File: config.mk
export PLATFORM = sky130hd
export DESIGN_NAME = exe_lsu_ctrl
export DESIGN_NICKNAME = d
export VERILOG_FILES = /design/src/rtl/exe_lsu_ctrl.sv
export SDC_FILE = /design/constraint.sdc
export NUM_CORES = 1
export LEC_CHECK = 0
export BUFFER_PORTS_ARGS = -buffer_cell sky130_fd_sc_hd__buf_4
export CORE_ASPECT_RATIO = 0.6
export CORE_MARGIN = 4
export CORE_UTILIZATION = 40
export DETAILED_ROUTE_END_ITERATION = 16
export GPL_TIMING_DRIVEN = 0
export PLACE_DENSITY = 0.72
export SETUP_SLACK_MARGIN = 0.5
export SYNTH_ARGS = -nofsm -noshare
export SYNTH_HDL_FRONTEND = slang
export SYNTH_SLANG_ARGS = --single-unit
File: constraint.sdc
create_clock -name clk_in -period 1.98 [get_ports clk_in]
set_input_delay 0.198 -clock clk_in [delete_from_list [all_inputs] [get_ports clk_in]]
set_output_delay 0.198 -clock clk_in [all_outputs]
set_load 0.01 [all_outputs]
File: src/rtl/exe_lsu_ctrl.sv
// rtl/exe_lsu_ctrl.sv - load/store unit controller between the execute stage and a req/gnt/rvalid data bus
//
// Purpose:
//   Accepts one RISC-V load or store from the execute stage, computes the
//   effective address, issues a single bus transaction with lane-positioned
//   byte enables and store data, waits for the response with a timeout, and
//   returns a one-cycle completion pulse with an optional load result or
//   exception cause.
//
// Configuration:
//   LSU_MISALIGN_TRAP_EN - when defined, misaligned accesses trap (cause 4/6)
//                          without touching the bus; when undefined, the
//                          address is aligned down to the access size.
//
// Ports:
//   clk_in, reset_n_in          clock, asynchronous active-low reset
//   valid_in / ready_out        instruction handshake (ready only in IDLE)
//   inst_in, op1_in, op2_in     instruction word, base register, store data
//   flush_in                    abandons a request that has not been granted
//   bus_req_out .. bus_wdata_out  bus request channel
//   bus_gnt_in                  request accepted
//   bus_rvalid_in, bus_rdata_in response / read data
//   reg_wdata_out, reg_we_out   load result write-back
//   done_out, exc_out, exc_cause_out  completion pulse and exception info
module exe_lsu_ctrl #(
  parameter int DATA_W  = 32,
  parameter int ADDR_W  = 32,
  parameter int TIMEOUT = 16
) (
  input  logic                  clk_in,
  input  logic                  reset_n_in,
  input  logic                  valid_in,
  output logic                  ready_out,
  input  logic [31:0]           inst_in,
  input  logic [DATA_W-1:0]     op1_in,
  input  logic [DATA_W-1:0]     op2_in,
  input  logic                  flush_in,
  output logic                  bus_req_out,
  output logic [ADDR_W-1:0]     bus_addr_out,
  output logic                  bus_we_out,
  output logic [DATA_W/8-1:0]   bus_be_out,
  output logic [DATA_W-1:0]     bus_wdata_out,
  input  logic                  bus_gnt_in,
  input  logic                  bus_rvalid_in,
  input  logic [DATA_W-1:0]     bus_rdata_in,
  output logic [DATA_W-1:0]     reg_wdata_out,
  output logic                  reg_we_out,
  output logic                  done_out,
  output logic                  exc_out,
  output logic [3:0]            exc_cause_out
);

  localparam int BE_W  = DATA_W / 8;
  localparam int OFF_W = $clog2(BE_W);

  typedef enum logic [1:0] {S_IDLE, S_REQ, S_WAIT, S_DONE} state_t;

  state_t           state;
  logic [7:0]       cnt;
  logic             is_store_q;
  logic [2:0]       f3_q;
  logic [OFF_W-1:0] off_q;

  // Instruction decode and address generation (all combinational on inputs).
  logic [6:0]        opcode;
  logic              is_load, is_store, legal;
  logic [2:0]        f3;
  logic [1:0]        size;
  logic [11:0]       imm;
  logic [2:0]        size_lowmask;
  logic [ADDR_W-1:0] eff_addr, acc_addr, word_addr;
  logic              misalign_trap;
  logic [OFF_W-1:0]  off;
  logic [BE_W-1:0]   lane_mask, be_next;
  logic [DATA_W-1:0] data_mask, wdata_next;
  logic              unused_rs1;

  assign opcode   = inst_in[6:0];
  assign is_load  = (opcode == 7'b0000011);
  assign is_store = (opcode == 7'b0100011);
  assign f3       = inst_in[14:12];
  assign size     = f3[1:0];
  assign imm      = is_store ? {inst_in[31:25], inst_in[11:7]} : inst_in[31:20];
  assign eff_addr = ADDR_W'(op1_in) + ADDR_W'($signed(imm));
  assign unused_rs1 = ^inst_in[19:15];

  // Low address bits that must be zero for a naturally aligned access.
  assign size_lowmask = {size == 2'd3, size >= 2'd2, size >= 2'd1};

`ifdef LSU_MISALIGN_TRAP_EN
  assign misalign_trap = |(eff_addr[2:0] & size_lowmask);
  assign acc_addr      = eff_addr;
`else
  assign misalign_trap = 1'b0;
  assign acc_addr      = eff_addr & ~ADDR_W'(size_lowmask);
`endif

  assign word_addr = acc_addr & ~ADDR_W'(BE_W - 1);
  assign off       = acc_addr[OFF_W-1:0];

  always_comb begin
    legal = 1'b0;
    if (is_load) begin
      case (f3)
        3'b000, 3'b001, 3'b010, 3'b100, 3'b101: legal = 1'b1;
        3'b011, 3'b110:                         legal = (DATA_W == 64);
        default:                                legal = 1'b0;
      endcase
    end else if (is_store) begin
      case (f3)
        3'b000, 3'b001, 3'b010: legal = 1'b1;
        3'b011:                 legal = (DATA_W == 64);
        default:                legal = 1'b0;
      endcase
    end
  end

  always_comb begin
    case (size)
      2'd0:    lane_mask = BE_W'(1);
      2'd1:    lane_mask = BE_W'(3);
      2'd2:    lane_mask = BE_W'(15);
      default: lane_mask = BE_W'(255);
    endcase
    data_mask = '0;
    for (int i = 0; i < BE_W; i++) data_mask[i*8 +: 8] = {8{lane_mask[i]}};
    be_next    = lane_mask << off;
    wdata_next = (op2_in & data_mask) << {off, 3'b000};
  end

  // Load result: move the addressed lane down to bit 0, then extend.
  logic [DATA_W-1:0] rd_shift, ld_result;
  always_comb begin
    rd_shift = bus_rdata_in >> {off_q, 3'b000};
    case (f3_q)
      3'b000:  ld_result = DATA_W'($signed(rd_shift[7:0]));
      3'b001:  ld_result = DATA_W'($signed(rd_shift[15:0]));
      3'b010:  ld_result = DATA_W'($signed(rd_shift[31:0]));
      3'b100:  ld_result = DATA_W'(rd_shift[7:0]);
      3'b101:  ld_result = DATA_W'(rd_shift[15:0]);
      3'b110:  ld_result = DATA_W'(rd_shift[31:0]);
      default: ld_result = rd_shift;
    endcase
  end

  assign ready_out = (state == S_IDLE);

  always_ff @(posedge clk_in or negedge reset_n_in) begin
    if (!reset_n_in) begin
      state         <= S_IDLE;
      cnt           <= '0;
      is_store_q    <= 1'b0;
      f3_q          <= '0;
      off_q         <= '0;
      bus_req_out   <= 1'b0;
      bus_addr_out  <= '0;
      bus_we_out    <= 1'b0;
      bus_be_out    <= '0;
      bus_wdata_out <= '0;
      reg_wdata_out <= '0;
      reg_we_out    <= 1'b0;
      done_out      <= 1'b0;
      exc_out       <= 1'b0;
      exc_cause_out <= '0;
    end else begin
      case (state)
        S_IDLE: begin
          if (valid_in && (is_load || is_store)) begin
            is_store_q <= is_store;
            f3_q       <= f3;
            off_q      <= off;
            cnt        <= '0;
            if (!legal) begin
              state         <= S_DONE;
              done_out      <= 1'b1;
              exc_out       <= 1'b1;
              exc_cause_out <= 4'd2;
              reg_we_out    <= 1'b0;
            end else if (misalign_trap) begin
              state         <= S_DONE;
              done_out      <= 1'b1;
              exc_out       <= 1'b1;
              exc_cause_out <= is_store ? 4'd6 : 4'd4;
              reg_we_out    <= 1'b0;
            end else begin
              state         <= S_REQ;
              bus_req_out   <= 1'b1;
              bus_addr_out  <= word_addr;
              bus_be_out    <= be_next;
              bus_wdata_out <= wdata_next;
              bus_we_out    <= is_store;
            end
          end
        end
        S_REQ: begin
          // Grant wins over a simultaneous flush: the bus has already taken it.
          if (bus_gnt_in) begin
            state       <= S_WAIT;
            bus_req_out <= 1'b0;
            bus_we_out  <= 1'b0;
            cnt         <= '0;
          end else if (flush_in) begin
            state       <= S_IDLE;
            bus_req_out <= 1'b0;
            bus_we_out  <= 1'b0;
          end
        end
        S_WAIT: begin
          // A response in the limit cycle still counts as a response.
          if (bus_rvalid_in) begin
            state         <= S_DONE;
            done_out      <= 1'b1;
            exc_out       <= 1'b0;
            exc_cause_out <= 4'd0;
            reg_we_out    <= !is_store_q;
            if (!is_store_q) reg_wdata_out <= ld_result;
          end else if (cnt == 8'(TIMEOUT - 1)) begin
            state         <= S_DONE;
            done_out      <= 1'b1;
            exc_out       <= 1'b1;
            exc_cause_out <= is_store_q ? 4'd7 : 4'd5;
            reg_we_out    <= 1'b0;
          end else begin
            cnt <= cnt + 8'd1;
          end
        end
        default: begin
          state      <= S_IDLE;
          done_out   <= 1'b0;
          exc_out    <= 1'b0;
          reg_we_out <= 1'b0;
        end
      endcase
    end
  end

endmodule

==> results of run 1 <==
Yosys cell counts (6+ instances only):
| cell | n |
|---|---|
| xnor2_1 | 10 |
| buf_1 | 8 |
| o21ai_0 | 61 |
| o31ai_1 | 11 |
| a211oi_1 | 7 |
| a21o_1 | 12 |
| mux2i_1 | 17 |
| a21oi_1 | 79 |
| and2_1 | 7 |
| inv_1 | 16 |
| o21a_1 | 6 |
| a22oi_1 | 17 |
| clkbuf_1 | 25 |
| nor2b_1 | 9 |
| mux2_2 | 26 |
| o21ai_1 | 17 |
| nor2_1 | 76 |
| buf_2 | 11 |
| xor2_1 | 14 |
| dfrtp_1 | 121 |
| a22o_1 | 8 |
| ha_1 | 32 |
| nand4_1 | 11 |
| nor3_1 | 14 |
| nand2_1 | 145 |
| nand3_1 | 18 |
critical path: stages:
cell,delay [ns]
buf_6,0.09
nor4_4,0.29
and2_1,0.18
buf_6,0.13
nand2_8,0.06
mux2_4,0.21
ha_4,0.13
inv_2,0.03
fa_2,0.32
and2b_2,0.26
o211ai_4,0.10
a2111oi_4,0.44
o21ai_2,0.18
a211oi_4,0.36
mux2i_1,0.23
nand2_1,0.06
layout by cell type (no fill, tap or decap), types with 6 or more instances in the layout:
master and instances:
a21oi_1 37, o21ai_1 35, xnor2_1 10, xor2_1 13, buf_6 23, clkbuf_2 6, o21ai_2 14, nor2_1 66
nand2_1 131, buf_12 6, inv_1 14, o21ai_0 30, mux2i_1 17, a22oi_2 16, nand4_1 11, nand2_2 6
buf_8 6, ha_1 26, buf_4 277, clkbuf_16 18, a21oi_2 39, nor2b_1 8, nand2_4 8, a22o_1 8
o21a_1 6, clkbuf_1 13, nand3_1 18, mux2_2 12, buf_2 7, mux2_4 14, o31ai_1 7, dfrtp_1 119
nor2_4 7, nor3_1 10, a21o_1 12
power by group:
| group | switching, W | internal (W) |
|---|---|---|
| Sequential | 0.000398 | 0.00300 |
| Combinational | 0.00227 | 0.00224 |
| Clock | 0.00127 | 0.00194 |
| Total | 0.00394 | 0.00718 |
kinds of logic after synthesis:
group	count (synthesis)	synth area share, %
simple gates	310	18.64
compound gates	254	21.62
buf+inv	65	3.753
mux	43	6.283
other cells	1	0.05089
xor+xnor	24	2.853
fa+ha+maj	33	5.706
flops	121	41.09
worst paths after layout:
| path | slack, ns | depth (start not counted) | start | endpoint |
|---|---|---|---|---|
| worst max-delay path | -1.02 | 16 | inst_in[3] | bus_addr_out[30] |
| max in group asynchronous | 0.92 | 3 | reset_n_in | bus_wdata_out[7] |
| worst min register to register | 0.49 | 2 | bus_addr_out[27] | bus_addr_out[27] |
| worst max register to register | 0.07 | 7 | state[1] | bus_addr_out[23] |
| worst min-delay path | 0.05 | 2 | inst_in[14] | f3_q[2] |
| min in group asynchronous | 0.32 | 2 | reset_n_in | cnt[1] |
registers in the layout (all words and copies together) (netlist names), 2 cells and up:
name           cells
bus_wdata_out     32
state              2
f3_q               3
cnt                8
bus_addr_out      30
off_q              2
reg_wdata_out     32
bus_be_out         4
exc_cause_out      2
layer usage:
metal / vias to the layer above / part of all wire (%) / GRT usage, % / wire length (µm)
li1: 3692 / - / - / -
met1: 3854 / 47 / 39.21 / 13290
met2: 406 / 42 / 37.33 / 11770
met3: 36 / 9.6 / 6.553 / 2698
met4: 0 / 1.4 / 5.060 / 388
met5: - / 0 / 0 / 0
stage by stage:
step | util, % | std cells | worst slack [ns] | setup TNS (ns)
after floorplan | - | 853 | -0.9469 | -31.55
after global placement | 54.02 | 1327 | -1.554 | -61.42
after detailed placement | 54.19 | 1328 | -1.633 | -63.28
after CTS | 62.98 | 1413 | -1.082 | -31.40
after global routing | 64.87 | 1427 | -1.091 | -36.40
final | 64.87 | 1427 | -1.022 | -31.33
layout make-up:
cell class,count,area share (%)
buffer,49,2.947
tap,240,2.562
clock buffer,19,3.865
timing repair buffer,302,21.18
multi-input combinational,667,41.84
inverter,16,0.5124
sequential,121,25.86
clock inverter,13,1.238
what timing repair did:
action,CTS,global route
hold buffers,1,0
gates resized for setup,140,56
setup endpoints to repair,117,119
cloned,2,1
buffers inserted,50,13
pin swaps,63,58
hold endpoints to repair,56,0
==> results.sh, run 1 <==
export IMPL_critical_path_class="in -> reg"
export IMPL_grt_max_degree=66
export IMPL_path_clk_slew_ns=0.06
export IMPL_clk_latency_ns=0.40
export IMPL_routed_wl_um=28150
export IMPL_power_density_nw_per_um2=948.5
export IMPL_cp_max_fo=4
export IMPL_status="complete, but fails checks"
export IMPL_final_cell_area_um2=11720
export IMPL_relSlewSlack_pct=48.27
export IMPL_postRouteAntennaNets=0
export IMPL_clock_skew_ns=0.01470
export IMPL_grt_pass1_wl_um=42220
export IMPL_io_pins=244
export IMPL_vias_per_cell=5.598
export IMPL_syn_cell_area_um2=7368
export IMPL_synth_area_top_cells="dfrtp_1, nand2_1, ha_1"
export IMPL_fmaxAchievable_mhz=333.2
export IMPL_wl_per_cell_um=19.72
export IMPL_synth_edf_count=0
export IMPL_maxCapViolations=0
export IMPL_synth_flop_cell="dfrtp_1"
export IMPL_gp_congestion=0.9772
export IMPL_yosys_warnings=0
export IMPL_hold_ws_ns=0.05329
export IMPL_yosysSeqAreaShare_pct=41.09
export IMPL_detailed_place_hpwl_um=20700
export IMPL_grt_pass1_vias=7683
export IMPL_coreArea_um2=18070
export IMPL_initial_utilization_pct=40.78
export IMPL_grt_overflow=0
export IMPL_numPortBuffers=234
export IMPL_synth_seq_cells=121
export IMPL_diodes=0
export IMPL_final_setup_viol_count=66
export IMPL_area_delta_synth_final_pct=59.06
export IMPL_die_w_um=183.2
export IMPL_syn_avg_cell_area_um2=8.658
export IMPL_synth_largest_type_area_fraction_pct=41.09
export IMPL_rsz0062_at_grt="yes"
export IMPL_hold_class="in -> reg"
export IMPL_grt_use_total_pct=25.83
export IMPL_ff_latch_area_um2=3030
export IMPL_n_fill_cell=1538
export IMPL_async_reset_ff_share_pct=100.0
export IMPL_synth_cells=851
export IMPL_drc=0
export IMPL_placed_area_um2=9791
export IMPL_post_route_period_util_pct=151.6
export IMPL_vdd_ir_drop_max_mv=0.5436
export IMPL_clock_sinks=121
export IMPL_die_area_um2=20730
export IMPL_cts_max_level=4
export IMPL_multi_input_area_um2=4903
export IMPL_yosysTopAreaCell="dfrtp_1"
export IMPL_drt_iter0_markers=672
export IMPL_die_h_um=113.1
export IMPL_crit_path_end_kind="register"
export IMPL_clockBufferDepth=2
export IMPL_maxSlewViolCount=0
export IMPL_ys_types=65
export IMPL_fp_row_count=38
export IMPL_required_ns=2.27
export IMPL_cts_tree="yes"
export IMPL_crit_arrival_ns=3.29
export IMPL_fin_ws_ns=-1.022
export IMPL_tightestPinTransition_ns=0.7731
export IMPL_power_leakage_nw=5.442
export IMPL_vias=7988
export IMPL_total_power_w=0.01112
export IMPL_cts_made_buffers=17
export IMPL_cts_root_buf="clkbuf_16"
export IMPL_min_period_ns=3.002
export IMPL_cp_start_kind="input port"
export IMPL_drtPass1Iterations=5
export IMPL_drive_gt1_share_pct=45.58
export IMPL_hold_viol_final=0
export IMPL_nets=1341
export IMPL_antenna_found_initial=0
export IMPL_violations="negative setup slack"
Note: power is estimated with default switching activity, not from simulation.
==> run 2: changes to the inputs <==
--- a/config.mk
+++ b/config.mk
@@ -11,7 +11,7 @@
 export CORE_UTILIZATION = 40
 export DETAILED_ROUTE_END_ITERATION = 16
 export GPL_TIMING_DRIVEN = 0
-export PLACE_DENSITY = 0.72
+export PLACE_DENSITY = 0.68
 export SETUP_SLACK_MARGIN = 0.5
 export SYNTH_ARGS = -nofsm -noshare
 export SYNTH_HDL_FRONTEND = slang
==> results.sh, run 2 (same netlist as run 1, synthesis figures left out) <==
export IMPL_status="complete, but fails checks"
export IMPL_violations="negative setup slack"
export IMPL_numPortBuffers=234
export IMPL_vias_per_cell=5.499
export IMPL_grt_use_total_pct=25.90
export IMPL_cts_max_level=4
export IMPL_hold_viol_final=0
export IMPL_required_ns=2.25
export IMPL_clock_sinks=121
export IMPL_coreArea_um2=18070
export IMPL_clock_skew_ns=0.01421
export IMPL_hold_class="in -> reg"
export IMPL_cp_start_kind="input port"
export IMPL_postRouteAntennaNets=0
export IMPL_post_route_period_util_pct=147.9
export IMPL_grt_overflow=0
export IMPL_timing_rr_end="bus_addr_out[26]"
export IMPL_maxSlewViolCount=0
export IMPL_power_density_nw_per_um2=947.6
export IMPL_crit_start="inst_in[6]"
export IMPL_final_setup_viol_count=66
export IMPL_routed_wl_um=28070
export IMPL_crit_path_end_kind="register"
export IMPL_min_from="bus_rvalid_in"
export IMPL_r2r_slack_ns=0.05
export IMPL_final_cell_mix="buf_4, nand2_1, dfrtp_1, nor2_1, a21oi_1"
export IMPL_power_leakage_nw=5.445
export IMPL_maxCapViolations=0
export IMPL_drtPass1Iterations=5
export IMPL_relSlewSlack_pct=20.72
export IMPL_fmaxAchievable_mhz=341.4
export IMPL_initial_utilization_pct=40.78
export IMPL_layout_commonest_cell="buf_4"
export IMPL_clockBufferDepth=2
export IMPL_die_w_um=183.2
export IMPL_fin_ws_ns=-0.9491
export IMPL_critical_path_class="in -> reg"
export IMPL_detailed_place_hpwl_um=20600
export IMPL_rsz0062_at_grt="yes"
export IMPL_grt_pass1_wl_um=42210
export IMPL_n_fill_cell=1533
export IMPL_drive_gt1_share_pct=45.78
export IMPL_fin_util_pct=65.55
export IMPL_cts_tree="yes"
export IMPL_cts_made_buffers=17
export IMPL_die_h_um=113.1
export IMPL_drc=0
export IMPL_reg2reg_depth=7
export IMPL_reg_top3="bus_wdata_out (32), reg_wdata_out (32), bus_addr_out (30)"
export IMPL_r2r_start="state[0]"
export IMPL_nets=1340
export IMPL_wl_per_cell_um=19.68
export IMPL_multi_input_area_um2=5001
export IMPL_die_area_um2=20730
export IMPL_diodes=0
export IMPL_clk_latency_ns=0.41
export IMPL_cts_root_buf="clkbuf_16"
export IMPL_drt_iter0_markers=772
export IMPL_min_period_ns=2.929
export IMPL_vdd_ir_drop_max_mv=0.5402
export IMPL_gp_congestion=0.9450
export IMPL_tightestPinTransition_ns=1.177
export IMPL_hold_ws_ns=0.04074
export IMPL_cp_max_fo=5
export IMPL_crit_arrival_ns=3.20
export IMPL_area_delta_synth_final_pct=60.72
export IMPL_grt_max_degree=95
export IMPL_path_clk_slew_ns=0.06
export IMPL_fp_row_count=38
export IMPL_io_pins=244
export IMPL_holdPathStages=2
export IMPL_vias=7841
export IMPL_worstHoldEndpoint="exc_cause_out[0]"
export IMPL_grt_pass1_vias=7401
export IMPL_antenna_found_initial=0
export IMPL_ff_latch_area_um2=3030
[run 2: how the worst max path moves through the flow]
stage | endpoint | slack (ns) | cells past startpoint
2_1_floorplan | bus_addr_out[24] | -0.95 | 15
3_3_place_gp | bus_addr_out[24] | -1.50 | 16
3_5_place_dp | bus_addr_out[24] | -1.56 | 16
4_1_cts | bus_addr_out[30] | -1.03 | 16
5_1_grt | bus_addr_out[31] | -1.07 | 18
6_report | bus_addr_out[27] | -0.95 | 18
[run 2: through the flow]
step | instance area (µm²) | setup WS (ns) | std cells | total power (W) | TNS [ns]
after floorplan | 7702 | -0.9469 | 853 | 0.005219 | -31.55
after global placement | 9759 | -1.505 | 1327 | 0.006741 | -61.90
after detailed placement | 9791 | -1.557 | 1328 | 0.006805 | -63.70
after CTS | 11300 | -1.034 | 1407 | 0.01085 | -33.25
after global routing | 11840 | -1.069 | 1426 | 0.01178 | -39.40
final | 11840 | -0.9491 | 1426 | 0.01122 | -33.18
[run 2: final cells by class]
cell class	instances	area share, %
buffer	49	2.990
multi-input combinational	667	42.23
clock buffer	18	3.624
timing repair buffer	301	20.86
inverter	16	0.5071
tap	240	2.536
clock inverter	14	1.669
sequential	121	25.59
[run 2: worst max-delay path: stages]
cell	delay, ns
buf_6	0.10
nor4_4	0.26
and2_4	0.18
buf_6	0.12
nand2_8	0.07
buf_12	0.13
buf_6	0.11
mux2_4	0.31
ha_4	0.26
a21oi_4	0.14
o211ai_1	0.13
o211ai_1	0.29
a211oi_2	0.11
buf_4	0.17
buf_6	0.13
o21ba_4	0.21
nor3b_2	0.18
o31ai_1	0.09
[run 2: per-layer routing]
metal | GRT usage (%) | routed length (µm) | vias up
met5 | 0 | 0 | -
met4 | 3.720 | 163 | 0
met3 | 6.360 | 2601 | 17
met2 | 36.23 | 11840 | 363
met1 | 41.01 | 13460 | 3789
li1 | - | - | 3672
[run 2: where the power goes]
group	internal, W	switching (W)
logic	0.00222	0.00223
registers	0.00300	0.000378
clock network	0.00212	0.00127
total	0.00735	0.00388
[run 2: what timing repair did]
action | CTS | global route
hold endpoints to repair | 27 | 0
pin swaps | 59 | 54
buffers inserted | 43 | 19
hold buffers | 1 | 0
setup endpoints to repair | 119 | 119
gates resized for setup | 126 | 92
gates cloned | 3 | 0
